### config.mk
export PLATFORM = sky130hd
export DESIGN_NAME = warp_dvg_ctrl
export DESIGN_NICKNAME = d
export VERILOG_FILES = /design/src/rtl/warp_dvg_ctrl.sv
export SDC_FILE = /design/constraint.sdc
export NUM_CORES = 1
export LEC_CHECK = 0
export CAP_MARGIN = 5
export CORE_ASPECT_RATIO = 1.25
export CORE_MARGIN = 2
export CORE_UTILIZATION = 49
export CTS_CLUSTER_SIZE = 28
export DETAILED_ROUTE_END_ITERATION = 6
export GPL_ROUTABILITY_DRIVEN = 0
export PLACE_DENSITY_LB_ADDON = 0.3
export SLEW_MARGIN = 10
export SYNTH_ARGS = -nofsm -noshare
export SYNTH_HDL_FRONTEND = slang
export SYNTH_SLANG_ARGS = --single-unit
### constraint.sdc
create_clock -name clk -period 1.7 [get_ports clk]
set_clock_uncertainty 0.1 [all_clocks]
set_input_delay 0.34 -clock clk [delete_from_list [all_inputs] [get_ports clk]]
set_output_delay 0.34 -clock clk [all_outputs]
set_load 0.03 [all_outputs]
### src/rtl/warp_dvg_ctrl.sv
// Per-warp divergence state: thread mask, PC and join-pending bit per warp.
// Split results and join responses rewrite the mask/PC, and the pending
// bits stall a warp between join issue and join response.

`ifndef NUM_THREADS
`define NUM_THREADS 4
`endif
`ifndef NUM_WARPS
`define NUM_WARPS 4
`endif
`ifndef NW_WIDTH
`define NW_WIDTH 2
`endif
`ifndef XLEN
`define XLEN 32
`endif

module warp_dvg_ctrl #(
    parameter int               THREAD_CNT     = `NUM_THREADS,
    parameter int               WARP_CNT       = `NUM_WARPS,
    parameter int               WARP_CNT_WIDTH = `NW_WIDTH,
    parameter logic [`XLEN-1:0] STARTUP_ADDR   = `XLEN'h80000000
) (
    input  logic                      clk,
    input  logic                      reset,
    input  logic                      split_valid,
    input  logic [WARP_CNT_WIDTH-1:0] split_wid,
    input  logic                      split_is_dvg,
    input  logic [THREAD_CNT-1:0]     split_then_tmask,
    input  logic [THREAD_CNT-1:0]     split_else_tmask,
    input  logic                      join_issue_valid,
    input  logic [WARP_CNT_WIDTH-1:0] join_issue_wid,
    input  logic                      join_valid,
    input  logic                      join_is_dvg,
    input  logic                      join_is_else,
    input  logic [WARP_CNT_WIDTH-1:0] join_wid,
    input  logic [THREAD_CNT-1:0]     join_tmask,
    input  logic [`XLEN-1:0]          join_pc,
    input  logic                      pc_upd_valid,
    input  logic [WARP_CNT_WIDTH-1:0] pc_upd_wid,
    input  logic [`XLEN-1:0]          pc_upd_pc,
    input  logic [WARP_CNT_WIDTH-1:0] rd_wid,
    output logic [THREAD_CNT-1:0]     rd_tmask,
    output logic [`XLEN-1:0]          rd_pc,
    output logic [WARP_CNT-1:0]       join_stalled,
    output logic                      proto_err
);

    // Architectural state and its next value
    logic [THREAD_CNT-1:0] tmask_p0  [WARP_CNT];
    logic [`XLEN-1:0]      pc_p0     [WARP_CNT];
    logic [WARP_CNT-1:0]   pend_p0;
    logic                  err_p0;

    logic [THREAD_CNT-1:0] tmask_nxt [WARP_CNT];
    logic [`XLEN-1:0]      pc_nxt    [WARP_CNT];
    logic [WARP_CNT-1:0]   pend_nxt;
    logic                  err_nxt;

    // A warp id is usable only if it names an existing warp
    function automatic logic wid_ok(input logic [WARP_CNT_WIDTH-1:0] w);
        return (32'(w) < 32'(WARP_CNT));
    endfunction

    // Non-divergent split: whichever path has live threads takes the whole warp
    function automatic logic [THREAD_CNT-1:0] split_mask(
        input logic                  is_dvg,
        input logic [THREAD_CNT-1:0] then_m,
        input logic [THREAD_CNT-1:0] else_m
    );
        if (is_dvg || (then_m != '0)) return then_m;
        return else_m;
    endfunction

    // Next-state: updates applied lowest priority first so later writes win
    always_comb begin
        tmask_nxt = tmask_p0;
        pc_nxt    = pc_p0;
        pend_nxt  = pend_p0;
        err_nxt   = err_p0;

        if (pc_upd_valid) begin
            if (wid_ok(pc_upd_wid)) pc_nxt[pc_upd_wid] = pc_upd_pc;
            else                    err_nxt = 1'b1;
        end

        if (split_valid) begin
            if (wid_ok(split_wid)) begin
                tmask_nxt[split_wid] = split_mask(split_is_dvg, split_then_tmask,
                                                  split_else_tmask);
                if (pend_p0[split_wid] || (join_valid && (join_wid == split_wid)))
                    err_nxt = 1'b1;
            end else begin
                err_nxt = 1'b1;
            end
        end

        if (join_valid) begin
            if (wid_ok(join_wid)) begin
                if (!pend_p0[join_wid]) err_nxt = 1'b1;
                pend_nxt[join_wid] = 1'b0;
                if (join_is_dvg) tmask_nxt[join_wid] = join_tmask;
                if (join_is_dvg && join_is_else) pc_nxt[join_wid] = join_pc;
            end else begin
                err_nxt = 1'b1;
            end
        end

        // Issue follows the response so a same-warp pair leaves pending set
        if (join_issue_valid) begin
            if (wid_ok(join_issue_wid)) begin
                if (pend_nxt[join_issue_wid]) err_nxt = 1'b1;
                pend_nxt[join_issue_wid] = 1'b1;
            end else begin
                err_nxt = 1'b1;
            end
        end
    end

    // ---- stage p0: state registers ----
    always_ff @(posedge clk) begin
        if (!reset) begin
            for (int i = 0; i < WARP_CNT; i++) begin
                tmask_p0[i] <= (i == 0) ? THREAD_CNT'(1) : '0;
                pc_p0[i]    <= STARTUP_ADDR;
            end
            pend_p0 <= '0;
            err_p0  <= 1'b0;
        end else begin
            tmask_p0 <= tmask_nxt;
            pc_p0    <= pc_nxt;
            pend_p0  <= pend_nxt;
            err_p0   <= err_nxt;
        end
    end

    // Combinational read port over current register contents
    always_comb begin
        rd_tmask = '0;
        rd_pc    = '0;
        if (wid_ok(rd_wid)) begin
            rd_tmask = tmask_p0[rd_wid];
            rd_pc    = pc_p0[rd_wid];
        end
    end

    assign join_stalled = pend_p0;
    assign proto_err    = err_p0;

endmodule

==> results.txt <==
* Share of post-route cells with drive strength above 1: 26.8%
- In the finished design, the share of the clock period the worst path needs comes to 111%.
* Aggregate routed wire length: 22.8 mm
- In this run the register-to-register setup slack is 370 ps.
* Remaining routing DRC violations: 0
- Maximum achievable frequency: 532 MHz
- Cell taking the most area after synthesis: sky130_fd_sc_hd__dfxtp_1
* CTS tree: done
* Antenna-violating nets left: 0
- After the last flow step, the layout net total stands at 1,014.
- Yosys cell types: 34
- CP Launch Point: pc_p0[13]$_SDFF_PN0_
- Vert. Die Dim: 147 um
- Async SR Flop Fraction: 0%
- P per Cell Area: 871 nW/um2
* Initial antenna violation count: 0
- Measured in cells, the most critical reg-to-reg path has a length of 3.
- Slew Viols, Final: 0
* Worst hold margin: 161 ps
- The share of synthesized area in the top cell type comes to 37.1%.
* Number of sinks handled by clock tree synthesis: 149
- The flow ran to the end, but the final reports show violations.
* Leakage power: 6.21 nW
- Max Cap Violations: 0
* Area of the mapped netlist: 8030 um2
- # rows: 52
- Summing all non-filler instances in the final layout gives an area of 10,900 um2.
* Post-synthesis sequential element count: 149
* Total Routing Usage GR: 26.1%
- Worst slew margin relative to its limit: 69.6%
* Worst-case setup margin in the final layout: -181 ps
- Setup violations remaining at the end of the flow were counted as 36.
- Setup repair after global routing could not meet its margin everywhere.
- The H-tree generated during clock tree synthesis spans 4 levels.
- Critical path capture point type: output port
- Total die area: 17,400 um2
- sky130_fd_sc_hd__dfxtp_1 is the most common cell in the netlist.
- Latest clock arrival within the worst-skew pair: 420 ps
- Signal routing reaches up to met4.
* Routed wire length per instance: 19.9 um
* Met2 Routed Length: 11.7 mm
- Core Util, Final: 67.6%
- Core outline area: 16,100 um2
- Net count of the mapped netlist: 844
- Critical path data arrival time: 1440 ps
* Number of ports placed on the die boundary: 136
- The final route contains 6,860 vias.
* Number of DRC markers after the initial detailed-route iteration: 482
- Placement-stage cell area: 9980 um2
- Vias per cell: 5.99
- Clock Tree Root: sky130_fd_sc_hd__clkbuf_16
* Kind of critical path: flip-flop to output port
* TritonCTS buffer count: 17
* Synthesis Warnings: 0
- Hold Fails Final Rpt: 0
- Worst endpoint required time: 1260 ps
- After detailed routing, the wire length on met1 is 9.01 mm.
- The checks that failed: negative setup slack.
- Class of the tightest hold or removal check: input pin to flip-flop
* Highest ir drop seen on vdd: 0.598 mV
- Period minus WS final: 1880 ps
- Sequential cell area fraction in the yosys report: 37.1%
* Place WS: -621 ps
* Detailed-placement wirelength estimate: 15.3 mm
- Worst Tran Pin Value: 452 ps
- The number of antenna diodes in the final layout is 0.
- Sorting the synthesized cells by how often they occur yields sky130_fd_sc_hd__dfxtp_1 (149), sky130_fd_sc_hd__nand2_1 (138), sky130_fd_sc_hd__mux2i_1 (130).
* First-pass iteration count of the detailed router: 5
- Yosys mapped a number of flops with a built-in enable equal to 0.
- In this run the worst setup path terminates at rd_pc[13].
- # fillers: 1,226
* Remaining Overflow, GRT: 0
- The most used flip-flop cell after synthesis is sky130_fd_sc_hd__dfxtp_1.
* R2R Path Start: join_stalled[2]$_SDFF_PN0_
- Met3 wirelength from detailed routing: 1.26 mm
- CTS Hold Bufs: 0
- For this configuration, the core starts out at a cell density of 49.8%.
- Of all nets on the critical path, the largest fanout is 2.
- Sorting the synthesized cells by area gives the leading types as sky130_fd_sc_hd__dfxtp_1 (37%), sky130_fd_sc_hd__mux2i_1 (16%), sky130_fd_sc_hd__o211a_1 (15%).
* Port-buffer cells: 135
* Global-route wire length before repair: 36.1 mm
- From synthesis to final layout, the design area changed by 35.9%.
- Clock slew seen by the registers of the worst setup and hold paths: 60 ps
- Number of instances in the synthesized netlist: 749
* Average cell area after synthesis: 10.7 um2
* Startpoint Class: flip-flop
- The via count of the first global-routing pass is 7,023.
- Entering global routing, the biggest net connects 72 pins.
- Counting along the longest clock path gives a buffer depth of 2.
* Capturing point of the worst reg2reg path: proto_err$_SDFF_PN0_
- After routing, the total negative slack on setup checks comes to -3910 ps.
- Horiz. Die Dim: 119 um
[report_power, final]
group / leakage, nW / switching [W] / total, W / internal [W]
logic: 4.67 / 0.000792 / 0.00169 / 0.000894
clock network: 0.302 / 0.00142 / 0.00403 / 0.00262
registers: 1.23 / 0.000102 / 0.00379 / 0.00369
total: 6.21 / 0.00231 / 0.00951 / 0.00720
[area by class of cell]
class / instances / area [um2] / share of cell area (%)
clock inverter: 10 / 180 / 1.65
timing repair buffer: 219 / 2370 / 21.7
sequential: 149 / 3030 / 27.8
tap: 216 / 270 / 2.48
multi-input combinational: 528 / 4600 / 42.2
clock buffer: 20 / 447 / 4.09
inverter: 4 / 15.0 / 0.138
[repair_timing]
action                     CTS  global route
cloned                       4             0
setup buffers                5             4
setup endpoints to repair  133            45
pin swaps                    0             0
gates resized for setup    267            28
[stage by stage]
step,total power (W),cells
detailed placement,0.00544,1103
floorplan,0.00473,749
CTS,0.00953,1142
global placement,0.00537,1103
finish,0.00951,1146
global route,0.00985,1146
[cells by family (layout without fill, tap and decap cells)]
group                     count (synthesis)  in the layout  share of synthesized area (%)
and+or+nand+nor                         182            182                           9.95
AOI/OAI and AO/OA                       172            172                           19.5
muxes                                   172            172                           27.4
DFF                                     149            149                           37.1
buffers and inverters                    72            253                           5.75
xor gates and xnor gates                  2              2                          0.218
[flip-flops by register name (all words and copies together), names as in the netlist]
name	flops
tmask_p0	16
proto_err	1
pc_p0	128
join_stalled	4
[critical path, stage by stage (launching register included)]
cell and delay, ps:
sky130_fd_sc_hd__dfxtp_2 330, sky130_fd_sc_hd__mux4_2 520, sky130_fd_sc_hd__buf_6 170
[routing by layer]
| layer | vias up | global-route usage (%) |
|---|---|---|
| li1 | 3162 | - |
| met1 | 3403 | 29.8 |
| met2 | 232 | 46.5 |
| met3 | 63 | 5.94 |
| met4 | 0 | 11.7 |
| met5 | - | 0 |
[cell usage in the layout (no fill, tap or decap), types with 12 or more instances in the layout]
cell,Yosys,routed
sky130_fd_sc_hd__buf_4,1,59
sky130_fd_sc_hd__mux4_2,38,38
sky130_fd_sc_hd__mux2i_1,130,130
sky130_fd_sc_hd__buf_12,0,20
sky130_fd_sc_hd__o22ai_1,12,12
sky130_fd_sc_hd__o211a_1,124,124
sky130_fd_sc_hd__clkdlybuf4s50_1,0,86
sky130_fd_sc_hd__dfxtp_2,0,40
sky130_fd_sc_hd__clkbuf_16,0,17
sky130_fd_sc_hd__o211ai_1,13,13
sky130_fd_sc_hd__nor2_1,16,16
sky130_fd_sc_hd__nand2_1,138,137
sky130_fd_sc_hd__dfxtp_1,149,109
sky130_fd_sc_hd__buf_6,22,39
[worst min-delay path by stage]
stage / from / to / slack (ps) / cells past startpoint
after global routing: reset / tmask_p0[2]$_SDFF_PN0_ / 170 / 3
final: reset / tmask_p0[2]$_SDFF_PN0_ / 160 / 3
after floorplan: join_pc[31] / pc_p0[127]$_SDFF_PN1_ / 370 / 2
after global placement: proto_err$_SDFF_PN0_ / proto_err$_SDFF_PN0_ / 420 / 2
after detailed placement: proto_err$_SDFF_PN0_ / proto_err$_SDFF_PN0_ / 430 / 2
after CTS: reset / tmask_p0[2]$_SDFF_PN0_ / 150 / 3
Power figures use the tool's default switching activity.
